**src/rtl/rtz_serializer_if.sv**
```systemverilog
// Parallel-word input handshake plus serial-line and frame-status outputs of rtz_serializer.
// master drives words and clr_total; slave is the serializer.
interface rtz_serializer_if #(
   parameter int WIDTH = 8
);
   localparam int CW = $clog2(WIDTH + 1);

   logic [WIDTH-1:0] in_data;
   logic             in_valid;
   logic             in_ready;
   logic             clr_total;
   logic             data;
   logic             busy;
   logic             frame_start;
   logic             frame_done;
   logic [CW-1:0]    frame_ones;
   logic [3:0]       ones_total;

   modport master (
      output in_data, in_valid, clr_total,
      input  in_ready, data, busy, frame_start, frame_done, frame_ones, ones_total
   );

   modport slave (
      input  in_data, in_valid, clr_total,
      output in_ready, data, busy, frame_start, frame_done, frame_ones, ones_total
   );
endinterface

```
**src/rtl/rtz_serializer.sv**
```systemverilog
// FIFO-buffered MSB-first serializer with optional return-to-zero bits; first bit 2 edges after accept.
// Backpressure: in_ready drops only when the FIFO is full; the serial side never stalls.
module rtz_serializer #(
   parameter int WIDTH      = 8,
   parameter int DEPTH      = 4,
   parameter int RTZ        = 1,
   parameter int GAP_CYCLES = 2
) (
   input logic          clk,
   input logic          reset,
   rtz_serializer_if.slave bus
);
   localparam int CW = $clog2(WIDTH + 1);
   localparam int AW = $clog2(DEPTH);
   localparam int NW = AW + 1;
   localparam int BW = $clog2(WIDTH);

   typedef enum logic [1:0] {IDLE, BIT, ZERO, GAP} state_t;

   logic [WIDTH-1:0] mem [DEPTH];
   logic [AW-1:0]    wr_ptr, rd_ptr;
   logic [NW-1:0]    count;
   logic             empty_q, full, push, pop;

   state_t           state, state_nx;
   logic [WIDTH-1:0] shreg, head;
   logic [BW-1:0]    bitcnt;
   logic [3:0]       gapcnt;
   logic [CW-1:0]    frm_pc, frame_ones_q;
   logic [3:0]       ones_q;
   logic             data_q, data_nx, start_q;
   logic             load, shift, done, last;

   function automatic logic [CW-1:0] popcnt(input logic [WIDTH-1:0] w);
      logic [CW-1:0] n;
      n = '0;
      for (int i = 0; i < WIDTH; i++) n = n + CW'(w[i]);
      return n;
   endfunction

   assign full            = (count == NW'(DEPTH));
   assign push            = bus.in_valid && !full;
   assign pop             = load;
   assign head            = mem[rd_ptr];
   assign last            = (bitcnt == '0);

   assign bus.in_ready    = !full;
   assign bus.busy        = (state != IDLE) || (count != '0);
   assign bus.data        = data_q;
   assign bus.frame_start = start_q;
   assign bus.frame_done  = done;
   assign bus.frame_ones  = frame_ones_q;
   assign bus.ones_total  = ones_q;

   always_ff @(posedge clk) begin
      if (push) mem[wr_ptr] <= bus.in_data;
   end

   // empty_q lags the count by one edge, which gives the two-edge accept-to-first-bit latency
   always_ff @(posedge clk or negedge reset) begin
      if (!reset) begin
         wr_ptr  <= '0;
         rd_ptr  <= '0;
         count   <= '0;
         empty_q <= 1'b1;
      end else begin
         if (push) wr_ptr <= wr_ptr + 1'b1;
         if (pop)  rd_ptr <= rd_ptr + 1'b1;
         count   <= count + NW'(push) - NW'(pop);
         empty_q <= (count == '0);
      end
   end

   always_comb begin
      state_nx = state;
      load     = 1'b0;
      shift    = 1'b0;
      done     = 1'b0;
      case (state)
         IDLE: if (!empty_q) begin
            load     = 1'b1;
            state_nx = BIT;
         end
         BIT: begin
            if (RTZ != 0) begin
               state_nx = ZERO;
            end else if (!last) begin
               shift = 1'b1;
            end else begin
               done     = 1'b1;
               state_nx = (GAP_CYCLES > 0) ? GAP : IDLE;
            end
         end
         ZERO: begin
            if (!last) begin
               shift    = 1'b1;
               state_nx = BIT;
            end else begin
               done     = 1'b1;
               state_nx = (GAP_CYCLES > 0) ? GAP : IDLE;
            end
         end
         GAP: if (gapcnt == '0) state_nx = IDLE;
         default: state_nx = IDLE;
      endcase
      data_nx = load ? head[WIDTH-1] : (shift ? shreg[WIDTH-2] : 1'b0);
   end

   always_ff @(posedge clk or negedge reset) begin
      if (!reset) begin
         state        <= IDLE;
         data_q       <= 1'b0;
         start_q      <= 1'b0;
         shreg        <= '0;
         bitcnt       <= '0;
         gapcnt       <= '0;
         frm_pc       <= '0;
         frame_ones_q <= '0;
         ones_q       <= '0;
      end else begin
         state   <= state_nx;
         data_q  <= data_nx;
         start_q <= load;
         if (load) begin
            shreg  <= head;
            bitcnt <= BW'(WIDTH - 1);
            frm_pc <= popcnt(head);
         end else if (shift) begin
            shreg  <= shreg << 1;
            bitcnt <= bitcnt - 1'b1;
         end
         if (done)               gapcnt <= 4'(GAP_CYCLES - 1);
         else if (state == GAP)  gapcnt <= gapcnt - 1'b1;
         // clear-then-add when clr_total coincides with frame_done
         if (done) begin
            frame_ones_q <= frm_pc;
            ones_q       <= (bus.clr_total ? 4'd0 : ones_q) + 4'(frm_pc);
         end else if (bus.clr_total) begin
            ones_q <= 4'd0;
         end
      end
   end
endmodule

```
**src/flat_wrapper.sv**
```systemverilog
// flat-port wrapper written by rule: the top's interface ports become plain ports
module rtz_serializer_flat 
#(
   parameter int WIDTH      = 8,
   parameter int DEPTH      = 4,
   parameter int RTZ        = 1,
   parameter int GAP_CYCLES = 2
)
  (clk, reset, bus_in_data, bus_in_valid, bus_clr_total, bus_in_ready, bus_data, bus_busy, bus_frame_start, bus_frame_done, bus_frame_ones, bus_ones_total);
  rtz_serializer_if #(.WIDTH(WIDTH)) bus_i ();
  input logic clk;
  input logic reset;
  input wire logic [$bits(bus_i.in_data)-1:0] bus_in_data;
  input wire logic [$bits(bus_i.in_valid)-1:0] bus_in_valid;
  input wire logic [$bits(bus_i.clr_total)-1:0] bus_clr_total;
  output wire logic [$bits(bus_i.in_ready)-1:0] bus_in_ready;
  output wire logic [$bits(bus_i.data)-1:0] bus_data;
  output wire logic [$bits(bus_i.busy)-1:0] bus_busy;
  output wire logic [$bits(bus_i.frame_start)-1:0] bus_frame_start;
  output wire logic [$bits(bus_i.frame_done)-1:0] bus_frame_done;
  output wire logic [$bits(bus_i.frame_ones)-1:0] bus_frame_ones;
  output wire logic [$bits(bus_i.ones_total)-1:0] bus_ones_total;
  assign bus_i.in_data = bus_in_data;
  assign bus_i.in_valid = bus_in_valid;
  assign bus_i.clr_total = bus_clr_total;
  assign bus_in_ready = bus_i.in_ready;
  assign bus_data = bus_i.data;
  assign bus_busy = bus_i.busy;
  assign bus_frame_start = bus_i.frame_start;
  assign bus_frame_done = bus_i.frame_done;
  assign bus_frame_ones = bus_i.frame_ones;
  assign bus_ones_total = bus_i.ones_total;
  rtz_serializer #(.WIDTH(WIDTH), .DEPTH(DEPTH), .RTZ(RTZ), .GAP_CYCLES(GAP_CYCLES)) u_core (.clk(clk), .reset(reset), .bus(bus_i));
endmodule
```
**config.mk**
```make
export PLATFORM = sky130hd
export DESIGN_NAME = rtz_serializer_flat
export DESIGN_NICKNAME = d
export VERILOG_FILES = /design/src/rtl/rtz_serializer_if.sv /design/src/rtl/rtz_serializer.sv /design/src/flat_wrapper.sv
export SDC_FILE = /design/constraint.sdc
export NUM_CORES = 1
export LEC_CHECK = 0
export BUFFER_PORTS_ARGS = -buffer_cell sky130_fd_sc_hd__buf_2
export CAP_MARGIN = 5
export CORE_AREA = 8 8 93 95
export CTS_CLUSTER_SIZE = 30
export DETAILED_ROUTE_END_ITERATION = 10
export DIE_AREA = 0 0 101 103
export SYNTH_ARGS = -nofsm -noshare
export SYNTH_HDL_FRONTEND = slang
export SYNTH_SLANG_ARGS = --single-unit
```
**constraint.sdc**
```tcl
create_clock -name clk -period 4.65 [get_ports clk]
set_input_delay 0.6975 -clock clk [delete_from_list [all_inputs] [get_ports clk]]
set_output_delay 0.6975 -clock clk [all_outputs]
set_load 0.01 [all_outputs]
```
==> summary.md, run 1 <==
| Metric | Value |
|---|---|
| Worst Setup Start Kind | `flip-flop` |
| Max Clock Skew | `0.0105 ns` |
| Ys Warns | `0` |
| Place WS | `0.990 ns` |
| Tmin final | `3.65 ns` |
| Cell Area, Placed | `0.00335 mm^2` |
| Post-layout util | `50.3%` |
| Most frequent cells after synthesis | `dfrtp_1, edfxtp_1, nand2_1, inv_1, ha_1` |
| HP Class | `input port to async pin` |
| Gpl congestion | `0.714` |
| Final #Nets | `294` |
| Gr ovfl total | `0` |
| Post-synth top flop | `dfrtp_1` |
| First-pass GRT wire length | `8.49 mm` |
| Vias in the first global route | `1,814` |
| RSZ-0062 raised after global routing | `no` |
| PostCTS Resize Cnt | `0` |
| Final ANT Viol Nets | `0` |
| Peak supply drop | `0.506 mV` |
| Initial antenna violation count | `0` |
| Share of cells above drive strength 1 | `20.7%` |
| Longest Clk Path Bufs | `2` |
| Detailed Place HPWL | `3.50 mm` |
| Top post-synthesis cells by area | `edfxtp_1, dfrtp_1, ha_1` |
| Later-pin clock latency in the skew report | `0.34 ns` |
| # clock sinks | `70` |
| Max Cap Viol | `0` |
| EDFF count, synth | `32` |
| Synthesis-stage register bit count | `70` |
| Post-Syn Area | `0.00316 mm^2` |
| Final setup fails | `0` |
| Critical Path RT | `4.90 ns` |
| Post-CTS setup buffer count | `0` |
| Clock-pin slew on the worst setup and hold paths | `0.08 ns` |
| Area of the multi-input gates | `0.00108 mm^2` |
| Crit Path Max Fanout | `10` |
| Vias | `1,757` |
| Synth top area share | `30.4%` |
| Final Hold Slack | `0.465 ns` |
| Post-Syn Nets | `267` |
| Setup slack, reg-to-reg | `1.0 ns` |
| I/O pin total | `25` |
| Final Max Tran Viols | `0` |
| Iter 0 DRT Violations | `57` |
| TritonCTS buffer count | `9` |
| Synthesized area per cell | `13.5 um^2` |
| Die width | `101 um` |
| Yosys cell types | `41` |
| Final hold viol count | `0` |
| DRC | `0` |
| Largest net degree at the start of global routing | `39` |
| N_diodes | `0` |
| Post-Syn Instances | `234` |
| Die area | `0.0104 mm^2` |
| Wirelength per Cell | `13.5 um` |
| Die Ht | `103 um` |
| Worst Max-Slew Pin Slew | `0.854 ns` |
| Root buf cell | `clkbuf_8` |
| Worst EP arrival | `3.91 ns` |
| Via density | `4.81` |
| Num rows | `31` |
| Core area | `0.00714 mm^2` |
| Post-synth ARST share | `54.3%` |
| Achievable Freq | `0.274 GHz` |
| Part of the Yosys area used for sequential elements | `60.6%` |
| Initial core utilization | `44.3%` |
| Pleak | `1.60 nW` |
| Crit end category | `flip-flop` |
| Routed WL | `4.91 mm` |
| Cell taking the most area after synthesis | `edfxtp_1` |
| Total track usage | `10.7%` |
| CTS Hold Bufs | `0` |
| Worst slew margin | `43.1%` |
| Drt first pass iters | `4` |
| TritonCTS clock tree | `built` |
| Status | `completed` |
| Seq. cell area | `0.00191 mm^2` |
| PD cells | `690 mW/mm^2` |
| Fill count | `647` |
| Area grow syn2layout | `13.5%` |
| Setup tns final | `0 ns` |
| Port bufs | `24` |
| Final Cycle Share | `78.6%` |
| H-tree depth | `3` |
| Post-Layout Inst Area | `0.00359 mm^2` |
| Crit Path Class | `flip-flop to flip-flop` |
| Setup WS post-layout | `0.995 ns` |
| Top-count cell post-synth | `dfrtp_1` |
-- sequential cells by signal, indices dropped and copies added (netlist names) --
name and cells:
u_core.shreg 7, u_core.bus.ones_total 4, u_core.mem 32, u_core.rd_ptr 2, u_core.bitcnt 3, u_core.empty_q 1, u_core.gapcnt 4, u_core.state 2
u_core.bus.frame_ones 4, u_core.frm_pc 4, u_core.bus.frame_start 1, u_core.count 3, u_core.bus.data 1, u_core.wr_ptr 2
-- routing by layer --
layer | up-vias | wire length, um | share of wire [%] | global-route usage, %
met4 | 0 | 92 | 1.9 | 4.81
met3 | 10 | 269 | 5.5 | 4.12
li1 | 854 | - | - | -
met1 | 857 | 2270 | 46 | 13.1
met5 | - | 0 | 0 | 0
met2 | 36 | 2280 | 46 | 16.4
-- logic make-up after synthesis --
| logic type | Yosys count | synth area share, % |
|---|---|---|
| multiplexers | 11 | 6.69 |
| AO/OA/AOI/OAI | 24 | 4.87 |
| adder cells (fa/ha/maj) | 21 | 9.74 |
| AND/OR/NAND/NOR | 64 | 10.1 |
| buffers and inverters | 34 | 5.27 |
| flip-flops | 70 | 60.6 |
| XOR/XNOR | 10 | 2.77 |
-- path summary, 6_finish.rpt --
kind	startpoint	to	cells after the start
worst max-delay path	u_core.rd_ptr[0]$_DFFE_PN0P_	u_core.frm_pc[2]$_DFFE_PN0P_	10
worst min register to register	u_core.bus.frame_ones[3]$_DFFE_PN0P_	u_core.bus.frame_ones[3]$_DFFE_PN0P_	2
min in group clk	u_core.bus.frame_ones[3]$_DFFE_PN0P_	u_core.bus.frame_ones[3]$_DFFE_PN0P_	2
max in group asynchronous	reset	u_core.count[1]$_DFF_PN0_	1
worst max register to register	u_core.rd_ptr[0]$_DFFE_PN0P_	u_core.frm_pc[2]$_DFFE_PN0P_	10
worst min-delay path	reset	u_core.bus.frame_ones[0]$_DFFE_PN0P_	1
-- stage by stage --
| stage | total power [mW] | instances |
|---|---|---|
| detailed placement | 1.94 | 349 |
| finish | 2.48 | 365 |
| global route | 2.70 | 365 |
| global placement | 1.91 | 349 |
| floorplan | 1.73 | 234 |
| CTS | 2.52 | 365 |
-- area by class of cell --
class | instances | share of cell area, %
flip-flops and latches | 70 | 53.3
inverters | 25 | 2.90
multi-input cells | 130 | 30.1
well taps | 99 | 3.45
clock buffers | 10 | 3.56
clock inverters | 6 | 3.10
repair buffers | 25 | 3.56
-- cell usage in the layout (no fill, tap or decap), types with 2 or more instances in the layout --
| cell type | netlist | final |
|---|---|---|
| dfrtp_1 | 37 | 37 |
| xor2_1 | 2 | 2 |
| nand3_1 | 4 | 4 |
| o21ai_0 | 13 | 13 |
| ha_1 | 15 | 15 |
| buf_2 | 2 | 24 |
| nand2_1 | 29 | 29 |
| bufinv_16 | 0 | 3 |
| xnor2_1 | 8 | 8 |
| clkinv_4 | 2 | 3 |
| edfxtp_1 | 32 | 32 |
| mux2i_1 | 2 | 2 |
| nor2_1 | 8 | 8 |
| a221o_1 | 5 | 5 |
| nor3_1 | 2 | 2 |
| a21oi_1 | 3 | 3 |
| and3_1 | 4 | 4 |
| clkbuf_8 | 0 | 9 |
| nand2b_1 | 3 | 3 |
| nor2b_1 | 3 | 3 |
| fa_1 | 6 | 6 |
| inv_1 | 23 | 23 |
| mux4_2 | 8 | 8 |
-- report_power, final --
part / total (mW) / internal [mW] / switching (mW)
Combinational: 0.935 / 0.440 / 0.495
Clock: 0.577 / 0.356 / 0.220
Sequential: 0.964 / 0.850 / 0.115
-- worst max-delay path, cell delays in order, from the launching register on --
cell and delay, ns:
dfrtp_1 0.33, buf_4 0.21, mux4_2 0.54, ha_1 0.29
inv_1 0.05, fa_1 0.50, fa_1 0.51, fa_1 0.47
fa_1 0.39, xor2_1 0.14, o21ai_0 0.13
(Power assumes the default switching activity.)
==> run 2: changes to the inputs <==
Settings changed: ABC_AREA from default to 1, CORE_AREA 8 8 93 95 to 8 8 95 97, DIE_AREA 0 0 101 103 to 0 0 103 105.
Clock period 4.65 ns to 3.19 ns, I/O delays scaled along.
==> run 2 against run 1 <==
Net effect:
- register-to-register slack worse by 0.92 ns
- design area increased by 8.2%
- via count increased by 26%
- core utilization rose by 1.3 points
- sequential power grew 47%
- sequential cell count stayed put
- critical endpoint is now u_core.frm_pc[1]$_DFFE_PN0P_
==> summary.md, run 2 <==
| Metric | Value |
|---|---|
| Status | `completed` |
| Synthesized area per cell | `10.3 um^2 (-23%)` |
| Vias | `2,216 (+26%)` |
| Root buf cell | `clkbuf_8` |
| Non-filler instance count after layout | `468 (+28%)` |
| Critical Path RT | `3.43 ns (-1.47 ns)` |
| Post-Syn Instances | `319 (+36%)` |
| Post-layout util | `51.6% (+1.3 points)` |
| Crit Path Class | `flip-flop to flip-flop` |
| Die width | `103 um (+2.0%)` |
| Longest Clk Path Bufs | `2 (unchanged)` |
| Detailed Place HPWL | `4.23 mm (+21%)` |
| Port bufs | `24 (unchanged)` |
| TritonCTS clock tree | `built` |
| DP Cell Count | `449 (+29%)` |
| Cell taking the most area after synthesis | `edfxtp_1` |
| Ys Warns | `0 (unchanged)` |
| Synthesis-stage register bit count | `70 (unchanged)` |
| Pleak | `1.83 nW (+14%)` |
| PD cells | `1100 mW/mm^2 (+59%)` |
| Worst reg2reg startpoint | `u_core.rd_ptr[0]$_DFFE_PN0P_` |
| Later-pin clock latency in the skew report | `0.35 ns (about the same)` |
| DRC | `0 (unchanged)` |
| Final setup fails | `0 (unchanged)` |
| Iter 0 DRT Violations | `61 (+7.0%)` |
| Largest register FFs | `32 (unchanged)` |
| Final Hold Slack | `0.233 ns (-0.233 ns)` |
| Final Cycle Share | `97.7% (+19 points)` |
| Max Clock Skew | `0.0104 ns (-0.0000754 ns)` |
| Cell Area, Placed | `0.00357 mm^2 (+6.8%)` |
| Core area | `0.00753 mm^2 (+5.5%)` |
| HP Class | `input port to async pin` |
| Gr ovfl total | `0 (unchanged)` |
| Setup tns final | `0 ns (unchanged)` |
| Die Ht | `105 um (+1.9%)` |
| Yosys cell types | `29 (-29%)` |
| Total track usage | `12.5% (+1.8 points)` |
| Most frequent cells in the layout | `nand2_1, inv_1, dfrtp_1, nand3_1, edfxtp_1` |
| FF-to-FF End | `u_core.frm_pc[1]$_DFFE_PN0P_` |
| Num rows | `32 (+3.2%)` |
| Die area | `0.0108 mm^2 (+4.0%)` |
| Worst setup startpoint | `u_core.rd_ptr[0]$_DFFE_PN0P_` |
| Largest Register | `u_core.mem` |
| Fill count | `725 (+12%)` |
| Gpl congestion | `0.844 (+18%)` |
| Setup slack, reg-to-reg | `0.07 ns (-0.92 ns)` |
| Part of the Yosys area used for sequential elements | `58.0% (-2.5 points)` |
| Place WS | `-0.0245 ns (-1.01 ns)` |
| Post-Layout Inst Area | `0.00388 mm^2 (+8.2%)` |
| Worst Max-Slew Pin Slew | `0.854 ns (+0.000327 ns)` |
| Worst slew margin | `43.1% (about the same)` |
| Commonest non-fill, non-tap cell in the layout | `nand2_1` |
| Max Cap Viol | `0 (unchanged)` |
| Crit Path Max Fanout | `7 (-3)` |
| Critical path endpoint | `u_core.frm_pc[1]$_DFFE_PN0P_` |
| Clock-pin slew on the worst setup and hold paths | `0.08 ns (about the same)` |
| Final #Nets | `394 (+34%)` |
| Post-Syn Area | `0.00330 mm^2 (+4.4%)` |
| Crit end category | `flip-flop` |
| Post-synth top flop | `dfrtp_1` |
| EDFF count, synth | `32 (unchanged)` |
| Initial antenna violation count | `0 (unchanged)` |
| Final Max Tran Viols | `0 (unchanged)` |
| Worst Setup Start Kind | `flip-flop` |
| Initial core utilization | `43.8% (-0.45 points)` |
| Peak supply drop | `0.527 mV (+4.3%)` |
| RSZ-0062 raised after global routing | `yes` |
| Wirelength per Cell | `13.0 um (-3.5%)` |
| First-pass GRT wire length | `10.2 mm (+21%)` |
| Final hold viol count | `0 (unchanged)` |
| Reg2reg path depth | `10 (unchanged)` |
| Worst EP arrival | `3.35 ns (-0.56 ns)` |
| N_diodes | `0 (unchanged)` |
| Drt first pass iters | `4 (unchanged)` |
| CTS Hold Bufs | `0 (unchanged)` |
| # clock sinks | `70 (unchanged)` |
| Achievable Freq | `0.321 GHz (+17%)` |
| Post-Syn Nets | `352 (+32%)` |
| Overall Power | `4.26 mW (+72%)` |
| Synth top area share | `29.1% (-1.3 points)` |
| Share of cells above drive strength 1 | `24.3% (+3.6 points)` |
| Largest registers | `u_core.mem (32), u_core.shreg (7)` |
| Final ANT Viol Nets | `0 (unchanged)` |
| Tmin final | `3.12 ns (-0.539 ns)` |
| Setup WS post-layout | `0.0747 ns (-0.921 ns)` |
| I/O pin total | `25 (unchanged)` |
| Top-count cell post-synth | `nand2_1` |
| Routed WL | `6.07 mm (+24%)` |
| Largest net degree at the start of global routing | `39 (unchanged)` |
| Via density | `4.74 (-1.6%)` |
| Vias in the first global route | `2,156 (+19%)` |
| Area grow syn2layout | `17.7%` |
| Top post-synthesis cells by area | `edfxtp_1, dfrtp_1, nand2_1` |
| Most frequent cells after synthesis | `nand2_1, inv_1, dfrtp_1, nand3_1, edfxtp_1` |
| Post-synth ARST share | `54.3% (unchanged)` |
| H-tree depth | `3 (unchanged)` |
| TritonCTS buffer count | `9 (unchanged)` |
[run 2: logic make-up after synthesis]
kind of cell,Yosys count,synth area share [%]
AND/OR/NAND/NOR,144,18.9
flip-flops,70,58.0
adder cells (fa/ha/maj),21,9.33
AO/OA/AOI/OAI,28,5.39
buffers and inverters,50,6.75
XOR/XNOR,6,1.59
[run 2: cell type report]
cell class | count | area, um^2 | area share [%]
flip-flops and latches | 70 | 1920 | 49.4
clock inverters | 7 | 121 | 3.13
clock buffers | 9 | 124 | 3.19
inverters | 43 | 164 | 4.22
well taps | 102 | 128 | 3.29
repair buffers | 38 | 225 | 5.80
multi-input cells | 199 | 1200 | 31.0
[run 2: per-layer routing]
layer  routed length (um)  part of all wire (%)  up-vias  GRT usage, %
met5                    0                     0        -             0
met4                  146                   2.4        0          7.65
met2                 2720                    45       55          18.1
met1                 2820                    46     1037          15.7
met3                  384                   6.3       13          4.05
li1                     -                     -     1111             -
[run 2: where the power goes]
part	switching [mW]	leakage [nW]	internal, mW
Sequential	0.165	0.753	1.25
Combinational	1.12	0.954	0.846
Clock	0.357	0.124	0.523
Total	1.64	1.83	2.62
[run 2: how the worst min path moves through the flow]
| stage | end | depth (start not counted) | start | slack (ns) |
|---|---|---|---|---|
| after floorplan | u_core.bitcnt[0]$_DFFE_PN0P_ | 0 | reset | 0.18 |
| after global placement | u_core.empty_q$_DFF_PN1_ | 1 | u_core.count[0]$_DFF_PN0_ | 0.44 |
| after detailed placement | u_core.empty_q$_DFF_PN1_ | 1 | u_core.count[0]$_DFF_PN0_ | 0.45 |
| after CTS | u_core.state[0]$_DFFE_PN0P_ | 1 | reset | 0.26 |
| after global routing | u_core.count[1]$_DFF_PN0_ | 1 | reset | 0.30 |
| final | u_core.state[1]$_DFFE_PN0P_ | 1 | reset | 0.23 |
[run 2: repair_timing]
action	CTS	global route
setup buffers	0	3
gates resized for setup	1	9
gates cloned	0	0
setup endpoints to repair	2	2
[run 2: worst max-delay path, cell delays in order, from the launching register on]
cell,delay [ns]
dfrtp_2,0.47
nand2_1,0.10
nand3_2,0.08
and2_4,0.17
ha_4,0.25
inv_1,0.04
fa_1,0.52
fa_1,0.43
fa_2,0.37
fa_2,0.52
o21ai_1,0.06
